**src/rtl/program_memory_loader.sv**
```systemverilog
// Program memory writer: packs UART bytes into instruction words (MSB byte first),
// writes them at consecutive word addresses from 0 and holds the pipeline in reset
// until a HALT word is stored or the memory fills up.
module program_memory_loader #(
   parameter int unsigned            NB_INSTRUC        = 32,
   parameter int unsigned            NB_ADDR           = 32,
   parameter int unsigned            NB_BYTE           = 8,
   parameter int unsigned            RAM_DEPTH_PROGRAM = 2048,
   parameter logic [NB_BYTE-1:0]     CMD_LOAD          = NB_BYTE'(8'h4C),
   parameter logic [NB_INSTRUC-1:0]  HALT_WORD         = {NB_INSTRUC{1'b1}}
) (
   input  logic                  i_clk,
   input  logic                  i_rst,
   input  logic [NB_BYTE-1:0]    i_rx_data,
   input  logic                  i_rx_done,
   output logic                  o_wr_en,
   output logic [NB_ADDR-1:0]    o_wr_addr,
   output logic [NB_INSTRUC-1:0] o_wr_data,
   output logic                  o_cpu_rst,
   output logic                  o_load_done,
   output logic                  o_overflow
);

   localparam int unsigned BYTES_PER_WORD = NB_INSTRUC / NB_BYTE;
   localparam int unsigned NB_CNT         = (BYTES_PER_WORD > 1) ? $clog2(BYTES_PER_WORD) : 1;
   localparam logic [NB_CNT-1:0]  LAST_BYTE = NB_CNT'(BYTES_PER_WORD - 1);
   localparam logic [NB_ADDR-1:0] LAST_ADDR = NB_ADDR'(RAM_DEPTH_PROGRAM - 1);

   typedef enum logic [1:0] {
      IDLE  = 2'd0,
      RECV  = 2'd1,
      WRITE = 2'd2,
      DONE  = 2'd3
   } state_t;

   state_t                  state, state_nxt;
   logic [NB_CNT-1:0]       byte_cnt, byte_cnt_nxt;
   logic [NB_ADDR-1:0]      addr, addr_nxt;
   logic [NB_INSTRUC-1:0]   word, word_nxt;
   logic [NB_INSTRUC-1:0]   word_shift;
   logic                    wr_en_nxt;
   logic [NB_ADDR-1:0]      wr_addr_nxt;
   logic [NB_INSTRUC-1:0]   wr_data_nxt;
   logic                    cpu_rst_nxt;
   logic                    load_done_nxt;
   logic                    overflow_nxt;

   // Incoming byte appended at the LSB end so the first byte ends up as the MSB.
   assign word_shift = {word[NB_INSTRUC-NB_BYTE-1:0], i_rx_data};

   // State, assembly and registered output update.
   always_ff @(posedge i_clk or negedge i_rst) begin
      if (!i_rst) begin
         state       <= IDLE;
         byte_cnt    <= '0;
         addr        <= '0;
         word        <= '0;
         o_wr_en     <= 1'b0;
         o_wr_addr   <= '0;
         o_wr_data   <= '0;
         o_cpu_rst   <= 1'b0;
         o_load_done <= 1'b0;
         o_overflow  <= 1'b0;
      end else begin
         state       <= state_nxt;
         byte_cnt    <= byte_cnt_nxt;
         addr        <= addr_nxt;
         word        <= word_nxt;
         o_wr_en     <= wr_en_nxt;
         o_wr_addr   <= wr_addr_nxt;
         o_wr_data   <= wr_data_nxt;
         o_cpu_rst   <= cpu_rst_nxt;
         o_load_done <= load_done_nxt;
         o_overflow  <= overflow_nxt;
      end
   end

   // Next state and next output values; outputs are computed one cycle ahead so the
   // registered write pulse lines up with the WRITE state.
   always_comb begin
      state_nxt     = state;
      byte_cnt_nxt  = byte_cnt;
      addr_nxt      = addr;
      word_nxt      = word;
      wr_en_nxt     = 1'b0;
      wr_addr_nxt   = o_wr_addr;
      wr_data_nxt   = o_wr_data;
      cpu_rst_nxt   = 1'b0;
      load_done_nxt = 1'b0;
      overflow_nxt  = o_overflow;

      case (state)
         IDLE: begin
            if (i_rx_done && (i_rx_data == CMD_LOAD)) begin
               state_nxt    = RECV;
               addr_nxt     = '0;
               byte_cnt_nxt = '0;
            end
         end

         RECV: begin
            if (i_rx_done) begin
               word_nxt     = word_shift;
               byte_cnt_nxt = byte_cnt + NB_CNT'(1);
               if (byte_cnt == LAST_BYTE) begin
                  state_nxt   = WRITE;
                  wr_en_nxt   = 1'b1;
                  wr_addr_nxt = addr;
                  wr_data_nxt = word_shift;
               end
            end
         end

         WRITE: begin
            // Overflow is judged before the increment, so the address never wraps.
            if (word == HALT_WORD) begin
               state_nxt     = DONE;
               cpu_rst_nxt   = 1'b1;
               load_done_nxt = 1'b1;
            end else if (addr == LAST_ADDR) begin
               state_nxt     = DONE;
               overflow_nxt  = 1'b1;
               cpu_rst_nxt   = 1'b1;
               load_done_nxt = 1'b1;
            end else begin
               state_nxt    = RECV;
               addr_nxt     = addr + NB_ADDR'(1);
               byte_cnt_nxt = '0;
            end
         end

         DONE: begin
            cpu_rst_nxt   = 1'b1;
            load_done_nxt = 1'b1;
         end

         default: begin
            state_nxt = IDLE;
         end
      endcase
   end

endmodule

```
**config.mk**
```make
export PLATFORM = sky130hd
export DESIGN_NAME = program_memory_loader
export DESIGN_NICKNAME = d
export VERILOG_FILES = /design/src/rtl/program_memory_loader.sv
export SDC_FILE = /design/constraint.sdc
export NUM_CORES = 1
export LEC_CHECK = 0
export CAP_MARGIN = 20
export CORE_ASPECT_RATIO = 1.25
export CORE_UTILIZATION = 40
export DETAILED_ROUTE_END_ITERATION = 8
export SKIP_LAST_GASP = 1
export SYNTH_ARGS = -nofsm -noshare
export SYNTH_HDL_FRONTEND = slang
export SYNTH_SLANG_ARGS = --single-unit
```
**constraint.sdc**
```tcl
create_clock -name i_clk -period 3.8 [get_ports i_clk]
set_input_delay 0.76 -clock i_clk [delete_from_list [all_inputs] [get_ports i_clk]]
set_output_delay 0.76 -clock i_clk [all_outputs]
set_load 0.1 [all_outputs]
```
======== Word-level counts from Yosys, hierarchy flattened ========
Index checks and enable logic that the tools add are counted.
storage, ports and cells
  register bits after elaboration ......... 135
  latch bits .............................. 0
  RAM bits ................................ 0
  memory bits (read-only) ................. 0
  output and inout port bits .............. 68
  logic and storage cells ................. 55
  memories ................................ 0
cells by class
  add/subtract/negate cells ............... 2
  multipliers ............................. 0
  divide/modulo/power cells ............... 0
  order comparisons ....................... 0
  equality and inequality tests ........... 12
  shifts and indexed selects .............. 0
  muxes and demuxes ....................... 21
  bitwise gates (word level) .............. 1
  reductions and logical operators ........ 10
operator list
  cell                                                                count
  32-bit two-way mux                                                  3
  32-bit case mux with 2 select lines                                 1
  32-bit by 1-bit adder with 32-bit output (second input constant)    1
  32-bit by 11-bit == test with 1-bit output (second input constant)  1
  32-bit == test (second input constant)                              1
  2-bit two-way mux                                                   9
  2-bit case mux with 3 select lines                                  2
  2-bit != test (second input constant)                               5
  8-bit by 7-bit == test with 1-bit output (second input constant)    1
  4-bit AND reduction                                                 2
  2-bit == test (second input constant)                               3
  3-bit AND reduction                                                 2
  1-bit two-way mux                                                   5
  5-bit AND reduction                                                 1
  3-bit nonzero test                                                  1
  2-bit by 1-bit adder with 2-bit output (second input constant)      1
  2-bit by 1-bit == test with 1-bit output (second input constant)    1
  2-bit logical NOT                                                   1
  1-bit case mux with 2 select lines                                  1
  2-bit AND reduction                                                 1
  2-bit nonzero test                                                  1
  1-bit logical AND                                                   1
  1-bit NOT                                                           1

======== Longest topological paths before layout ========
  word-level depth ........................ 4
  gate-level depth with buffers ........... 9
  mapped depth without buffers ............ 7

======== Worst setup path before layout ========
Ideal clock, no wire load.
  kind .................................... input port to flip-flop
  start ................................... input port i_rx_data[4]
  end ..................................... register addr[22]
  setup time .............................. 0.095 ns
  arrival ................................. 2.152 ns
  path slack .............................. 1.552 ns
  stages .................................. 7
  cell sequence ........................... nand4bb_1 o31a_1 a211oi_2 nand2_1 buf_2 buf_2 o31ai_1
on the way
  word-level cells in the longest chain between the ends .. 4
RTL lines
  element                                   RTL line  source
  start: declaration                        14        input logic [NB_BYTE-1:0] i_rx_data,
  8-bit by 7-bit == test with 1-bit output  94        if (i_rx_done && (i_rx_data == CMD_LOAD)) begin
  1-bit logical AND                         94
  2-bit != test (no source line)            -
  4-bit AND reduction (no source line)      -
  end signal: assignment                    67        addr <= addr_nxt;
  end: declaration                          38        logic [NB_ADDR-1:0] addr, addr_nxt;
No other way between the ends.
A chain may end at the register's enable or synchronous reset.

======== Final worst setup path ========
  start ................................... register addr[0]
  end ..................................... register addr[27]
on the way
  word-level cells in the longest chain between the ends .. 4
  elaborated cells on any way between the ends .. 7
RTL lines
  element                                   RTL line  source
  32-bit by 1-bit adder with 32-bit output  127       addr_nxt = addr + NB_ADDR'(1);
  32-bit two-way mux                        120       end else if (addr == LAST_ADDR) begin
  32-bit two-way mux                        116       if (word == HALT_WORD) begin
  32-bit case mux with 2 select lines       92        case (state)
Several ways; a longest one is shown, not always the timed one. The select of a mux whose other input is x is not followed.

==> metrics.md <==
| Metric | Value |
|---|---|
| Max-capacitance violation count | `0` |
| Pin count of the biggest net entering global routing | `89` |
| Number of slew-limit violations in the final report | `0` |
| Sequential element share of the synthesized area | `0.5487` |
| Critical path fanouts, max | `17` |
| Arrival time worst endpoint | `3060 ps` |
| Core Util, Final | `0.5144` |
| First-pass DRT Iterations | `5` |
| Portion of total power attributed to combinational logic | `0.308` |
| Clock root buffer master | `clkbuf_16` |
| Capturing element type of the critical path | `flop` |
| # DRC | `0` |
| First-pass GRT wire length | `23910 um` |
| Routed wire length per instance | `18.81 um` |
| Highest-count cells in the layout ignoring fill and taps | `dfrtp_1, mux2_2, clkdlybuf4s50_1` |
| Final net count | `586` |
| Outcome | `completed` |
| Setup Fix Bufs, Post-CTS | `0` |
| Flip-flop and latch count after synthesis | `135` |
| Worst Setup Slack, final | `1031 ps` |
| Summed area of non-filler cells in the final layout | `7724 um^2` |
| Routability congestion estimate from global placement | `0.8400` |
| Path class of the lowest-slack min-delay path | `in2async` |
| Worst Path Class, Setup | `reg2reg` |
| Proportion of layout cells with a drive suffix above 1 | `0.2565` |
| Number of antenna violations at the first check in global routing | `0` |
| Number of DRC markers after the initial detailed-route iteration | `338` |
| Startpoint kind of the worst setup timing path | `flop` |
| Total CTS buffers | `17` |
| # H-tree levels | `4` |
| Skew-Pair Late Insertion Delay | `420 ps` |
| Critical register-to-register path endpoint | `addr[27]$_DFFE_PN0P_` |
| DP Cell Count | `731` |
| GRT overflow | `0` |
| I/O pin count | `79` |
| Syn Inst Count | `497` |
| Post-Route Setup TNS | `0 ps` |
| Async S/R FF share, synth | `1.000` |
| Fraction of power consumed by the clock network | `0.319` |
| Detailed-route via count | `4450` |
| Count of endpoints failing setup in the final report | `0` |
| Buffers from clock root to sink, at most | `2` |
| RSZ-0062 raised after global routing | `no` |
| Power after layout | `5.404 mW` |
| Synthesis-to-finish area growth | `25.44%` |
| Number of inserted diodes | `0` |
| Cell leakage power | `3.321 nW` |
| Switching Fraction | `0.3700` |
| # resized after CTS | `0` |
| Die Height | `140.7 um` |
| Via count of the first global-routing pass | `4599` |
| Area enclosed by the die boundary | `15900 um^2` |
| Number of warning messages in the yosys log | `0` |
| Clock-pin slew of the registers on the worst-case setup and hold paths | `60 ps` |
| Post-synth top flop | `dfrtp_1` |
| Maximum ir drop on the vdd rail | `296.8 uV` |
| CTS Sinks | `135` |
| Switching power summed over all nets | `1.999 mW` |
| Final cycle utilization of the critical path | `0.7287` |
| Normalized max-slew margin | `0.3324` |
| Port-buffer cells | `78` |
| Placed wire-length estimate | `9621 um` |
| CTS tree | `yes` |
| Post-Place Cell Area | `7102 um^2` |
| Highest achievable clock rate | `361.1 MHz` |
| Logic depth of the worst register-to-register path | `7` |
| Post-Route WL | `14350 um` |
| Fraction of power consumed by sequential logic | `0.373` |
| DP Worst Slack | `810.1 ps` |
| Minimum clock period after layout | `2769 ps` |
| Non-filler cells, final | `763` |
| Number of enable flip-flop cells after synthesis | `0` |
| Mapped Area | `6157 um^2` |
| Final Hold Vio Count | `0` |
| Number of filler instances in the final layout | `1360` |
| Die span in x | `113.0 um` |
| Hold WS | `379.4 ps` |
| Pwr dens | `699.7 nW/um^2` |
| Worst path required time | `4090 ps` |
| Setup slack of the worst register-to-register path | `1030 ps` |
| Startpoint of the worst register-to-register path | `addr[0]$_DFFE_PN0P_` |
| Post-Syn Area per Cell | `12.39 um^2` |
| Max Clock Skew | `10.17 ps` |
| Area used by multi-input combinational logic | `2581 um^2` |
| Register area | `3378 um^2` |
| Leading cell type in the layout, fill and taps excluded | `dfrtp_1` |
| Power Internal | `3.405 mW` |
| Vias/cell | `5.832` |
| All-layer global routing usage | `0.1919` |
| Yosys cell types | `46` |
| Initial cell density of the core | `0.4101` |
| Number of routed nets with antenna violations | `0` |
| Hold-fix buffer count after cts | `0` |
| Net count after synthesis | `515` |
| Worst Tran Pin Value | `998.3 ps` |
| Placeable core region | `15010 um^2` |
| Row count | `50` |
[routing by layer]
| metal | share of wire | vias to the layer above | global-route usage |
|---|---|---|---|
| met4 | 0.011 | 0 | 0.06371 |
| met3 | 0.046 | 15 | 0.04471 |
| met2 | 0.53 | 131 | 0.3291 |
| li1 | - | 2044 | - |
| met1 | 0.42 | 2260 | 0.2384 |
| met5 | 0 | - | 0 |
[critical path, stage by stage (launching register included)]
cell and delay (ps):
dfrtp_1 450, ha_1 260, and4_1 300, nand3_1 390
nor3_4 730, buf_4 300, o41ai_1 100, o41ai_1 90
[final cells by class]
cell class | instances | share of cell area
repair buffers | 90 | 0.1145
inverters | 8 | 0.003888
multi-input cells | 316 | 0.3342
clock inverters | 13 | 0.02317
well taps | 182 | 0.02948
clock buffers | 19 | 0.05735
flip-flops and latches | 135 | 0.4374
[cell families after synthesis]
kind of cell | after synthesis | synth area share
flops | 135 | 0.5487
simple gates | 117 | 0.1087
compound gates | 97 | 0.1199
mux | 95 | 0.1733
buf+inv | 46 | 0.03516
fa+ha+maj | 7 | 0.01422
[flip-flops by register name, summed over array words and instances (netlist names)]
signal and cells:
o_load_done 1, state 2, byte_cnt 2, o_wr_en 1, o_wr_data 32, o_wr_addr 32, o_overflow 1, word 32
addr 32
[synthesized netlist by cell type, types with 3 or more instances]
master | n | area (um^2)
clkbuf_1 | 14 | 52.55
nor2_1 | 6 | 22.52
nand2_1 | 30 | 112.6
mux2_2 | 93 | 1047
o31a_1 | 3 | 26.28
and4_1 | 5 | 43.79
nand2b_1 | 5 | 31.28
o31ai_1 | 20 | 150.1
buf_1 | 9 | 33.78
or3_1 | 7 | 43.79
o41ai_1 | 34 | 297.8
nor3_1 | 6 | 30.03
nand3_1 | 13 | 65.06
nor4_1 | 11 | 68.82
o211ai_1 | 3 | 22.52
a31oi_1 | 8 | 50.05
ha_1 | 7 | 87.58
nand4_1 | 18 | 112.6
buf_4 | 3 | 22.52
inv_1 | 7 | 26.28
and2_1 | 3 | 18.77
o31a_2 | 3 | 30.03
dfrtp_1 | 135 | 3378
buf_2 | 10 | 50.05
o21ai_0 | 8 | 40.04
a21oi_1 | 8 | 40.04
[worst max path at each step]
stage | start | end | slack (ps) | cells past startpoint
6_report | addr[0]$_DFFE_PN0P_ | addr[27]$_DFFE_PN0P_ | 1030 | 7
5_1_grt | addr[0]$_DFFE_PN0P_ | addr[27]$_DFFE_PN0P_ | 820 | 7
4_1_cts | addr[0]$_DFFE_PN0P_ | addr[27]$_DFFE_PN0P_ | 1050 | 7
3_5_place_dp | i_rx_done | addr[27]$_DFFE_PN0P_ | 810 | 7
3_3_place_gp | i_rx_data[4] | addr[27]$_DFFE_PN0P_ | 890 | 7
2_1_floorplan | i_rx_data[4] | addr[22]$_DFFE_PN0P_ | 1550 | 7
[power groups by stage]
stage | Clock, mW | Combinational [mW] | Sequential (mW)
4_1_cts | 1.75 | 1.68 | 2.02
5_1_grt | 1.81 | 1.75 | 2.06
6_report | 1.73 | 1.66 | 2.02
2_1_floorplan | 0 | 0.587 | 2.65
3_3_place_gp | 0 | 1.64 | 2.04
3_5_place_dp | 0 | 1.67 | 2.04
Power figures use the tool's default switching activity.
